## src/rtl/buzzer_note_sequencer.sv

```systemverilog
`default_nettype none
// +----------------------------------------------------------------------------+
// | buzzer_note_sequencer: FIFO-buffered note scheduler feeding soundGen.       |
// | Optional inter-note silence gap: define BUZZER_SEQ_GAP_EN.  Rev 1.0         |
// +----------------------------------------------------------------------------+
module buzzer_note_sequencer #(
    parameter int DEPTH     = 16,
    parameter int DUR_W     = 12,
    parameter int GAP_TICKS = 1
) (
    input  logic                     clk,
    input  logic                     rst,
    input  logic                     freq,
    input  logic                     cmd_valid,
    output logic                     cmd_ready,
    input  logic [2:0]               cmd_gen,
    input  logic [7:0]               cmd_sound,
    input  logic [DUR_W-1:0]         cmd_dur,
    input  logic                     flush,
    output logic [2:0]               note_gen,
    output logic [7:0]               note_sound,
    output logic                     note_start,
    output logic                     busy,
    output logic                     done,
    output logic [$clog2(DEPTH):0]   fifo_level
);

    localparam int AW      = $clog2(DEPTH);
    localparam int LW      = AW + 1;
    localparam int ENTRY_W = 3 + 8 + DUR_W;

    localparam logic [1:0] c_st_idle = 2'd0;
    localparam logic [1:0] c_st_load = 2'd1;
    localparam logic [1:0] c_st_play = 2'd2;
`ifdef BUZZER_SEQ_GAP_EN
    localparam logic [1:0] c_st_gap  = 2'd3;
    localparam int GAP_W = $clog2(GAP_TICKS + 2);
    localparam logic [GAP_W-1:0] c_gap_init = (GAP_TICKS == 0) ? GAP_W'(1) : GAP_W'(GAP_TICKS);
`endif

    logic [ENTRY_W-1:0] mem_q [DEPTH];
    logic [1:0]         state_q, state_d;
    logic [AW-1:0]      wr_ptr_q, wr_ptr_d, rd_ptr_q, rd_ptr_d;
    logic [LW-1:0]      level_q, level_d;
    logic [DUR_W-1:0]   cnt_q, cnt_d;
    logic [2:0]         note_gen_q, note_gen_d;
    logic [7:0]         note_sound_q, note_sound_d;
    logic               note_start_q, note_start_d;
    logic               done_q, done_d;
`ifdef BUZZER_SEQ_GAP_EN
    logic [GAP_W-1:0]   gap_cnt_q, gap_cnt_d;
`endif

    logic               w_push, w_pop;
    logic [ENTRY_W-1:0] w_head;
    logic [DUR_W-1:0]   w_head_dur;

    // No bypass: a full FIFO refuses even when LOAD pops in the same cycle.
    assign cmd_ready  = (level_q != LW'(DEPTH)) && !flush;
    assign w_push     = cmd_valid && cmd_ready;
    assign w_pop      = (state_q == c_st_load) && (level_q != '0) && !flush;
    assign w_head     = mem_q[rd_ptr_q];
    assign w_head_dur = w_head[DUR_W-1:0];

    always_comb begin
        state_d      = state_q;
        wr_ptr_d     = wr_ptr_q;
        rd_ptr_d     = rd_ptr_q;
        cnt_d        = cnt_q;
        note_gen_d   = note_gen_q;
        note_sound_d = note_sound_q;
        note_start_d = 1'b0;
        done_d       = 1'b0;
`ifdef BUZZER_SEQ_GAP_EN
        gap_cnt_d    = gap_cnt_q;
`endif
        if (w_push) wr_ptr_d = wr_ptr_q + 1'b1;
        if (w_pop)  rd_ptr_d = rd_ptr_q + 1'b1;
        level_d = level_q + {{AW{1'b0}}, w_push} - {{AW{1'b0}}, w_pop};

        case (state_q)
            c_st_idle: begin
                if (level_q != '0) state_d = c_st_load;
            end
            c_st_load: begin
                if (level_q != '0) begin
                    note_gen_d   = w_head[ENTRY_W-1 -: 3];
                    note_sound_d = w_head[DUR_W +: 8];
                    note_start_d = 1'b1;
                    cnt_d        = (w_head_dur == '0) ? DUR_W'(1) : w_head_dur;
                    state_d      = c_st_play;
                end else begin
                    state_d = c_st_idle;
                end
            end
            c_st_play: begin
                if (freq) begin
                    if (cnt_q == DUR_W'(1)) begin
                        cnt_d = '0;
                        if (level_q != '0) begin
`ifdef BUZZER_SEQ_GAP_EN
                            note_gen_d   = 3'd0;
                            note_sound_d = 8'd0;
                            note_start_d = 1'b1;
                            gap_cnt_d    = c_gap_init;
                            state_d      = c_st_gap;
`else
                            state_d = c_st_load;
`endif
                        end else begin
                            note_gen_d   = 3'd0;
                            note_sound_d = 8'd0;
                            note_start_d = 1'b1;
                            done_d       = 1'b1;
                            state_d      = c_st_idle;
                        end
                    end else begin
                        cnt_d = cnt_q - 1'b1;
                    end
                end
            end
`ifdef BUZZER_SEQ_GAP_EN
            c_st_gap: begin
                if (freq) begin
                    if (gap_cnt_q == GAP_W'(1)) begin
                        gap_cnt_d = '0;
                        state_d   = c_st_load;
                    end else begin
                        gap_cnt_d = gap_cnt_q - 1'b1;
                    end
                end
            end
`endif
            default: state_d = c_st_idle;
        endcase

        // Flush overrides everything: drop queue and note, emit silence without done.
        if (flush) begin
            rd_ptr_d     = wr_ptr_q;
            wr_ptr_d     = wr_ptr_q;
            level_d      = '0;
            cnt_d        = '0;
            note_gen_d   = 3'd0;
            note_sound_d = 8'd0;
            note_start_d = 1'b1;
            done_d       = 1'b0;
            state_d      = c_st_idle;
`ifdef BUZZER_SEQ_GAP_EN
            gap_cnt_d    = '0;
`endif
        end
    end

    always_ff @(posedge clk) begin
        if (w_push) mem_q[wr_ptr_q] <= {cmd_gen, cmd_sound, cmd_dur};
    end

    always_ff @(posedge clk or posedge rst) begin
        if (rst) begin
            state_q      <= c_st_idle;
            wr_ptr_q     <= '0;
            rd_ptr_q     <= '0;
            level_q      <= '0;
            cnt_q        <= '0;
            note_gen_q   <= '0;
            note_sound_q <= '0;
            note_start_q <= 1'b0;
            done_q       <= 1'b0;
`ifdef BUZZER_SEQ_GAP_EN
            gap_cnt_q    <= '0;
`endif
        end else begin
            state_q      <= state_d;
            wr_ptr_q     <= wr_ptr_d;
            rd_ptr_q     <= rd_ptr_d;
            level_q      <= level_d;
            cnt_q        <= cnt_d;
            note_gen_q   <= note_gen_d;
            note_sound_q <= note_sound_d;
            note_start_q <= note_start_d;
            done_q       <= done_d;
`ifdef BUZZER_SEQ_GAP_EN
            gap_cnt_q    <= gap_cnt_d;
`endif
        end
    end

    assign note_gen   = note_gen_q;
    assign note_sound = note_sound_q;
    assign note_start = note_start_q;
    assign done       = done_q;
    assign busy       = (state_q != c_st_idle);
    assign fifo_level = level_q;

endmodule
`default_nettype wire

```

## config.mk

```make
export PLATFORM = sky130hd
export DESIGN_NAME = buzzer_note_sequencer
export DESIGN_NICKNAME = d
export VERILOG_FILES = /design/src/rtl/buzzer_note_sequencer.sv
export SDC_FILE = /design/constraint.sdc
export NUM_CORES = 1
export LEC_CHECK = 0
export ABC_CLOCK_PERIOD_IN_PS = 4000
export CAP_MARGIN = 5
export CORE_UTILIZATION = 45
export CTS_CLUSTER_SIZE = 10
export DETAILED_ROUTE_END_ITERATION = 7
export SLEW_MARGIN = 20
export SYNTH_ARGS = -nofsm -noshare
export SYNTH_HDL_FRONTEND = slang
export SYNTH_SLANG_ARGS = --single-unit
export TNS_END_PERCENT = 100
```

## constraint.sdc

```tcl
create_clock -name clk -period 4 [get_ports clk]
set_clock_uncertainty 0.1 [all_clocks]
set_input_delay 0.4 -clock clk [delete_from_list [all_inputs] [get_ports clk]]
set_output_delay 0.4 -clock clk [all_outputs]
set_load 0.005 [all_outputs]
```

==> impl_metrics.json, run 1 <==
{
  "switchingPower_mw": 3.97,
  "pre_cts_ws_ns": 0.919,
  "netlist_area_um2": 16300,
  "finalHoldViolCount": 0,
  "worstSkewPairLatency_ns": 0.55,
  "die_x_um": 192,
  "cts_tree": "done",
  "dp_hpwl_um": 19900,
  "grt_pass1_wl_um": 54800,
  "fmax_mhz": 322,
  "cp.arrival_ns": 3.49,
  "final_cell_area_um2": 18900,
  "grt_pass1_vias": 8511,
  "die-area_um2": 37000,
  "drtIter0Drc": 689,
  "maxCapViolCount": 0,
  "r2r_slack_ns": 0.89,
  "drv_slew": 0,
  "vias": 8374,
  "ant_nets": 0,
  "p_sw_share_pct": 30.7,
  "synthTopCellsByCount": "edfxtp_1 (368), mux4_2 (70), mux2i_1 (58)",
  "report.final.setup_viol": 0,
  "worstReg2RegEnd": "cnt_q[0]",
  "final_nets": 1001,
  "violations": "design-rule violations",
  "r2r_cells": 6,
  "yosysTopAreaCell": "edfxtp_1",
  "ys_seq_area_share_pct": 73.9,
  "end_kind": "flip-flop",
  "fp-row-count": 69,
  "critPathKind": "reg -> reg",
  "path_buf_inv": 0,
  "crit_path_start_kind": "flip-flop",
  "die_y_um": 192,
  "syn-num-nets": 911,
  "seqPwrFrac_pct": 41.5,
  "setup_slack_ns": 0.892,
  "hold_class": "in -> async",
  "cp_cell_sequence": "and2_1 -> a221oi_1 -> o21ai_0 -> nand4_1 -> or4_1 -> o21ai_1",
  "regToRegStartpoint": "rd_ptr_q[1]",
  "cts_max_path_buffers": 3,
  "ys_top_cells_by_area": "edfxtp_1 (68%), mux4_2 (9.7%), dfrtp_1 (6.1%), mux2i_1 (3.6%), a221oi_1 (1.4%)",
  "rsz0062_at_grt": "no",
  "drive_above_1_share_pct": 18.2,
  "initial_core_util_pct": 45.8,
  "yosysWarnings": 0,
  "cp.required_ns": 4.38,
  "synth.distinct_cells": 54,
  "crit_path_max_incr_delay_ns": 0.88,
  "gp_congestion": 0.796,
  "cts_resized": 0,
  "track_usage_pct": 20.6,
  "critPathSlowestCell": "dfrtp_4",
  "synth_edf_count": 368,
  "peakVddDrop_uv": 328,
  "ys_ff_latch": 408,
  "grt_overflow": 0,
  "grt_max_degree": 55,
  "port_buffers": 47,
  "post_cts_buffers": 0,
  "internal_power_mw": 8.96,
  "finalSetupTns_ns": 0,
  "syn_avg_cell_area_um2": 18.9,
  "wl_um": 36400,
  "antenna_cells": 0,
  "worstMarginPinSlew_ns": 0.857,
  "viasPerCell": 5.77,
  "syn_inst": 865,
  "clock-sinks": 408,
  "core_um2": 35700,
  "cts-root-buf": "clkbuf_16",
  "ios": 48,
  "clk_pin_slew_worst_paths_ns": 0.05,
  "period_share_pct": 77.7,
  "netlist.area_leader.share_pct": 67.7,
  "syn_to_final_growth_pct": 16.1,
  "holdBufCountCts": 0,
  "synth.most_common_cell": "edfxtp_1",
  "placed_cell_area_um2": 17600,
  "ys_async_sr_fraction_pct": 9.80,
  "period_minus_slack_ns": 3.11,
  "p_clk_share_pct": 29.8,
  "leakage_nw": 6.35,
  "outcome": "finished with violations",
  "h-tree-depth": 2,
  "relSlewSlack_pct": 42.8,
  "critPathMaxFanout": 42,
  "grt_antenna_before_repair": 0,
  "power_frac_comb_pct": 28.7,
  "synth_ff_type": "edfxtp_1",
  "first_pass_iters": 7,
  "cts_made_buffers": 47,
  "wire_per_inst_um": 25.1,
  "cp_top_family": "simple AND/OR/NAND/NOR gates",
  "power_density_nw_per_um2": 683,
  "remaining_drc_errors": 6
}
per-layer routing:
metal  routed length (um)  GRT usage, %  up-vias
met1                16300          29.9     4346
met3                 2120          2.93       54
met5                    0             0        -
met4                  677          5.48        0
met2                17400          32.6      269
li1                     -             -     3705
worst max path at each step:
stage	start	to	slack (ns)	cells past startpoint
2_1_floorplan	fifo_level[2]	mem_q[3][0]	0.44	7
3_3_place_gp	rd_ptr_q[1]	cnt_q[0]	0.93	6
3_5_place_dp	flush	fifo_level[4]	0.92	14
4_1_cts	rd_ptr_q[1]	cnt_q[0]	0.93	6
5_1_grt	rd_ptr_q[1]	cnt_q[0]	0.72	6
6_report	rd_ptr_q[1]	cnt_q[0]	0.89	6
area by class of cell:
cell class                      count  area [um2]
Clock buffer                       80        1320
Clock inverter                      5        61.3
Fill cell                        2813       16700
Inverter                           23        87.6
Multi-Input combinational cell    390        4060
Sequential cell                   408       12100
Tap cell                          461         577
Timing Repair Buffer               85         768
registers in the layout, summed over array words and instances, names as in the netlist:
name,cells
cnt_q,12
done,1
fifo_level,5
mem_q,368
note_gen,3
note_sound,8
note_start,1
rd_ptr_q,4
state_q,2
wr_ptr_q,4
power by group through the flow:
stage	Sequential (mW)	Clock, mW	Combinational [mW]
6_report	5.37	3.85	3.71
5_1_grt	5.41	4.08	4.03
4_1_cts	5.37	3.93	3.75
3_5_place_dp	5.45	0	3.74
3_3_place_gp	5.45	0	3.73
2_1_floorplan	5.21	0	2.74
placed cells by master, fill, tap and decap left out, drive strengths merged, types with 12 or more instances in the layout:
| master | netlist | final |
|---|---|---|
| edfxtp | 368 | 368 |
| clkbuf | 21 | 80 |
| mux4 | 72 | 72 |
| mux2i | 58 | 58 |
| clkdlybuf4s50 | 0 | 47 |
| dfrtp | 40 | 40 |
| buf | 23 | 38 |
| nand2 | 32 | 32 |
| o21ai | 28 | 28 |
| nor2 | 28 | 28 |
| a221oi | 26 | 26 |
| inv | 23 | 23 |
| ha | 17 | 17 |
| a21oi | 14 | 14 |
| a22oi | 13 | 13 |
| a22o | 13 | 13 |
| nor3 | 12 | 12 |
cells by family after synthesis:
| kind of cell | synth area share (%) |
|---|---|
| flops | 73.9 |
| simple gates | 3.02 |
| fa+ha+maj | 1.43 |
| mux | 13.7 |
| xor+xnor | 0.805 |
| buf+inv | 1.94 |
| compound gates | 5.27 |
worst register-to-register path, cell delays in order (launching register included):
cell	delay, ns
dfrtp_4	0.88
and2_1	0.72
a221oi_1	0.27
o21ai_0	0.34
nand4_1	0.13
or4_1	0.48
o21ai_1	0.13
stage by stage:
stage,util [%],power [mW],hold WS [ns],std cells
floorplan,-,7.95,0.378,865
global placement,49.2,9.18,0.401,1367
detailed placement,49.2,9.19,0.397,1367
CTS,53.1,13.1,0.355,1452
global route,53.1,13.5,0.305,1452
finish,53.1,12.9,0.239,1452
Note: power is estimated with default switching activity, not from simulation.
==> run 2, diff against run 1 <==
ABC_CLOCK_PERIOD_IN_PS = 3200   (was 4000)
clock period = 3.2 ns   (was 4 ns; I/O delays follow)
==> run 2 against run 1 <==
The run ends with design-rule violations, negative hold slack left. Final cell count up 1.3%. Non-clock buffer count up 21. Global-route usage is 0.54 points higher. Worst setup slack worse by 0.57 ns. Count of clock-buffer cells in the layout did not move. Largest power group unchanged. Hold slack lost 0.25 ns.
==> impl_metrics.json, run 2 (synthesized netlist as in run 1, its figures left out) <==
{
  "outcome": "finished with violations",
  "violations": "design-rule violations, negative hold slack",
  "crit_path_max_incr_delay_ns": 0.39,
  "grt_max_degree": 53,
  "fmax_mhz": 348,
  "dp_hpwl_um": 22400,
  "leakage_nw": 6.49,
  "cp_cell_sequence": "inv_1 -> ha_1 -> nor4b_1 -> inv_1 -> nand2_1 -> nor2_1 -> ha_1 -> inv_1 -> ha_1 -> inv_1 -> fa_1 -> inv_1 -> a21oi_1 -> nor2_1 -> or3_1 -> a21oi_1",
  "holdWs_ns": -0.0119,
  "viasPerCell": 5.80,
  "h-tree-depth": 2,
  "final_common_cell": "edfxtp_1",
  "core_um2": 35700,
  "wire_per_inst_um": 25.4,
  "worstSkewPairLatency_ns": 0.54,
  "r2r_slack_ns": 0.32,
  "top_register": "mem_q",
  "initial_core_util_pct": 45.8,
  "cp.required_ns": 3.56,
  "die_y_um": 192,
  "cp-endpoint": "fifo_level[4]",
  "worstReg2RegEnd": "fifo_level[4]",
  "cts-root-buf": "clkbuf_16",
  "finalHoldViolCount": 15,
  "syn_to_final_growth_pct": 17.7,
  "fp-row-count": 69,
  "finalSetupTns_ns": 0,
  "grt_overflow": 0,
  "critPathSlowestCell": "dfrtp_1",
  "largest_reg_flops": 368,
  "port_buffers": 47,
  "critPathMaxFanout": 3,
  "wl_um": 37300,
  "layout_common_cells": "edfxtp_1 (368), mux4_2 (70), mux2i_1 (58)",
  "r2r_cells": 16,
  "vias": 8532,
  "first_pass_iters": 8,
  "peakVddDrop_uv": 512,
  "cts_tree": "done",
  "drive_above_1_share_pct": 20.1,
  "cts_made_buffers": 47,
  "grt_pass1_wl_um": 56000,
  "ios": 48,
  "fin_util_pct": 53.9,
  "clock-sinks": 408,
  "cts_resized": 0,
  "drtIter0Drc": 687,
  "maxCapViolCount": 0,
  "die_x_um": 192,
  "hold_class": "in -> async",
  "ant_nets": 0,
  "grt_antenna_before_repair": 0,
  "cp.arrival_ns": 3.23,
  "post_cts_buffers": 0,
  "power_density_nw_per_um2": 852,
  "drv_slew": 0,
  "cts_max_path_buffers": 3,
  "startpoint": "fifo_level[2]",
  "die-area_um2": 37000,
  "report.final.setup_viol": 0,
  "remaining_drc_errors": 8,
  "critPathKind": "reg -> reg",
  "grt_pass1_vias": 8492,
  "worstMarginPinSlew_ns": 0.742,
  "antenna_cells": 0,
  "track_usage_pct": 21.1,
  "end_kind": "flip-flop",
  "rsz0062_at_grt": "no",
  "gp_congestion": 0.772,
  "regToRegStartpoint": "fifo_level[2]",
  "clk_pin_slew_worst_paths_ns": 0.05,
  "path_common_cell": "inv_1",
  "period_minus_slack_ns": 2.88,
  "crit_path_start_kind": "flip-flop",
  "period_share_pct": 89.9,
  "relSlewSlack_pct": 50.5,
  "fillers": 2820,
  "final_nets": 1022,
  "holdBufCountCts": 0
}
## run 2: layer usage
metal | track usage (%) | vias to the layer above | wire length [um]
li1 | - | 3743 | -
met1 | 31.4 | 4478 | 16800
met2 | 33.0 | 266 | 17700
met3 | 3.18 | 45 | 2300
met4 | 4.48 | 0 | 537
met5 | 0 | - | 0
## run 2: layout make-up
type,count,area [um2],area share [%]
Clock buffer,80,1330,6.92
Clock inverter,3,32.5,0.169
Inverter,23,86.3,0.449
Multi-Input combinational cell,390,4090,21.3
Sequential cell,408,12100,62.8
Tap cell,461,577,3.00
Timing Repair Buffer,106,1040,5.41
## run 2: stage by stage
stage | instances | cell area (um2) | setup slack [ns] | power [mW]
2_1_floorplan | 865 | 16300 | 0.159 | 9.94
3_3_place_gp | 1388 | 17800 | 0.326 | 11.7
3_5_place_dp | 1388 | 17800 | 0.318 | 11.7
4_1_cts | 1471 | 19200 | 0.306 | 16.5
5_1_grt | 1471 | 19200 | 0.0251 | 17.1
6_report | 1471 | 19200 | 0.325 | 16.4
## run 2: report_power, final
part	internal [mW]	switching (mW)
clock network	2.81	1.97
registers	6.24	0.371
logic	2.31	2.67
## run 2: worst min path at each step
stage	to	slack [ns]	cells after the start	from
2_1_floorplan	mem_q[0][0]	0.32	0	cmd_dur[0]
3_3_place_gp	note_sound[3]	0.41	1	note_sound[3]
3_5_place_dp	note_sound[3]	0.40	1	note_sound[3]
4_1_cts	fifo_level[3]	0.003	2	rst
5_1_grt	fifo_level[3]	0.02	2	rst
6_report	fifo_level[3]	-0.01	2	rst
## run 2: worst max-delay path: cells and delay by family, from the launching register on
kind,cells,cell delay [ns]
adders and majority gates,4,0.82
DFF,1,0.39
and+or+nand+nor,5,0.88
buffers and inverters,5,0.35
AOI/OAI and AO/OA,2,0.26
==> run 3, diff against run 2 <==
--- a/config.mk
+++ b/config.mk
@@ -10,3 +10,3 @@
 export CORE_UTILIZATION = 45
-export CTS_CLUSTER_SIZE = 10
+export CTS_CLUSTER_SIZE = 8
 export DETAILED_ROUTE_END_ITERATION = 7
--- a/constraint.sdc
+++ b/constraint.sdc
@@ -4,2 +4,2 @@
 set_output_delay 0.32 -clock clk [all_outputs]
-set_load 0.005 [all_outputs]
+set_load 0.02 [all_outputs]
==> run 3 against run 2 <==
The flow finishes with violations (design-rule violations). Maximum frequency grew 1.9%. Count of clock-buffer cells in the layout grew 21. First-iteration DRC count increased by 14%. Sequential share of layout area decreased by 0.76 points. Die area unchanged. Largest power group unchanged.
==> impl_metrics.json, run 3 (synthesized netlist as in run 1, its figures left out) <==
{
  "grt_antenna_before_repair": 0,
  "setup_slack_ns": 0.378,
  "worstSkewPairLatency_ns": 0.56,
  "final_common_cell": "edfxtp_1",
  "critPathSlowestCell": "dfrtp_1",
  "vias": 8574,
  "wire_per_inst_um": 25.5,
  "cts_tree": "done",
  "die-area_um2": 37000,
  "crit_path_max_incr_delay_ns": 0.39,
  "critPathKind": "reg -> reg",
  "cp_top_family": "adder cells",
  "finalSetupTns_ns": 0,
  "drive_above_1_share_pct": 19.6,
  "end_kind": "flip-flop",
  "leakage_nw": 6.55,
  "cts_made_buffers": 56,
  "core_um2": 35700,
  "die_y_um": 192,
  "gp_congestion": 0.791,
  "hold_class": "in -> async",
  "antenna_cells": 0,
  "remaining_drc_errors": 10,
  "track_usage_pct": 21.3,
  "viasPerCell": 5.80,
  "cts_max_path_buffers": 3,
  "cp_cell_sequence": "inv_1 -> ha_1 -> nor4b_2 -> inv_1 -> nand2_1 -> nor2_1 -> ha_1 -> inv_1 -> ha_1 -> inv_1 -> fa_1 -> inv_1 -> a21oi_1 -> nor2_1 -> or3_1 -> a21oi_1",
  "ant_nets": 0,
  "holdWs_ns": 0.0347,
  "port_buffers": 47,
  "drv_slew": 0,
  "dp_hpwl_um": 21300,
  "top_register": "mem_q",
  "finalHoldViolCount": 0,
  "worstMarginPinSlew_ns": 0.736,
  "rsz0062_at_grt": "no",
  "peakVddDrop_uv": 569,
  "crit_path_start_kind": "flip-flop",
  "power_density_nw_per_um2": 877,
  "die_x_um": 192,
  "dp.cells": 1377,
  "ios": 48,
  "path_buf_inv": 5,
  "critPathMaxFanout": 3,
  "final_cell_area_um2": 19400,
  "layout_common_cells": "edfxtp_1 (368), mux4_2 (70), mux2i_1 (58)",
  "finalNonFillerCells": 1478,
  "grt_overflow": 0,
  "fp-row-count": 69,
  "report.final.setup_viol": 0,
  "post_cts_buffers": 0,
  "pre_cts_ws_ns": 0.265,
  "maxCapViolCount": 0,
  "grt_pass1_wl_um": 56400,
  "period_share_pct": 88.2,
  "cp.required_ns": 3.58,
  "grt_max_degree": 48,
  "fmax_mhz": 354,
  "placed_cell_area_um2": 17800,
  "outcome": "finished with violations",
  "path_common_cell": "inv_1",
  "relSlewSlack_pct": 50.9,
  "violations": "design-rule violations",
  "syn_to_final_growth_pct": 19.2,
  "clk_pin_slew_worst_paths_ns": 0.05,
  "grt_pass1_vias": 8651,
  "cts-root-buf": "clkbuf_16",
  "first_pass_iters": 7,
  "r2r_slack_ns": 0.38,
  "cp.arrival_ns": 3.20,
  "drtIter0Drc": 782,
  "h-tree-depth": 2,
  "final_nets": 1020,
  "initial_core_util_pct": 45.8,
  "clock-sinks": 408,
  "period_minus_slack_ns": 2.82,
  "largest_reg_flops": 368,
  "wl_um": 37700
}
-- run 3: cell count changes in the layout (fill, tap and decap cells not counted) --
cell	change
buf_4	-17
nor4b_2	+1
nor4b_1	-1
a31oi_2	+1
buf_12	+6
clkbuf_1	+14
clkinv_1	-1
inv_16	-1
clkbuf_16	+10
inv_6	-1
a31oi_1	-1
clkbuf_8	-3
-- run 3: repair_timing --
| item | CTS | global route |
|---|---|---|
| gates resized for setup | 0 | 1 |
| endpoints found under the setup margin | 0 | 1 |
| hold buffers | 0 | 0 |
-- run 3: layout make-up --
type / instances / area (um2)
well taps: 461 / 577
repair buffers: 95 / 1030
multi-input cells: 390 / 4100
inverters: 23 / 86.3
fillers: 2771 / 16200
clock buffers: 101 / 1590
flip-flops and latches: 408 / 12100
-- run 3: final timing paths --
check                         startpoint       endpoint  depth (start not counted)
max                        fifo_level[2]  fifo_level[4]                         16
min in group clk                    freq           done                          3
min                                  rst  fifo_level[4]                          2
max reg2reg                fifo_level[2]  fifo_level[4]                         16
max in group asynchronous            rst    note_gen[0]                          3
min reg2reg                     cnt_q[8]       cnt_q[8]                          2
-- run 3: report_power, final --
part	leakage (nW)	switching, mW	internal (mW)
Sequential	3.84	0.396	6.25
Combinational	1.96	2.77	2.27
Clock	0.754	2.07	3.29
-- run 3: per-stage QoR --
step,util [%],total power [mW]
CTS,54.5,17.2
floorplan,-,10.1
detailed placement,50.1,11.8
global route,54.5,17.8
global placement,50.1,11.8
finish,54.5,17.0
-- run 3: metal layers --
| layer | wire length [um] | vias up | track usage (%) |
|---|---|---|---|
| li1 | - | 3742 | - |
| met1 | 17000 | 4493 | 30.7 |
| met2 | 17600 | 285 | 33.3 |
| met3 | 2370 | 54 | 3.89 |
| met4 | 705 | 0 | 6.15 |
| met5 | 0 | - | 0 |
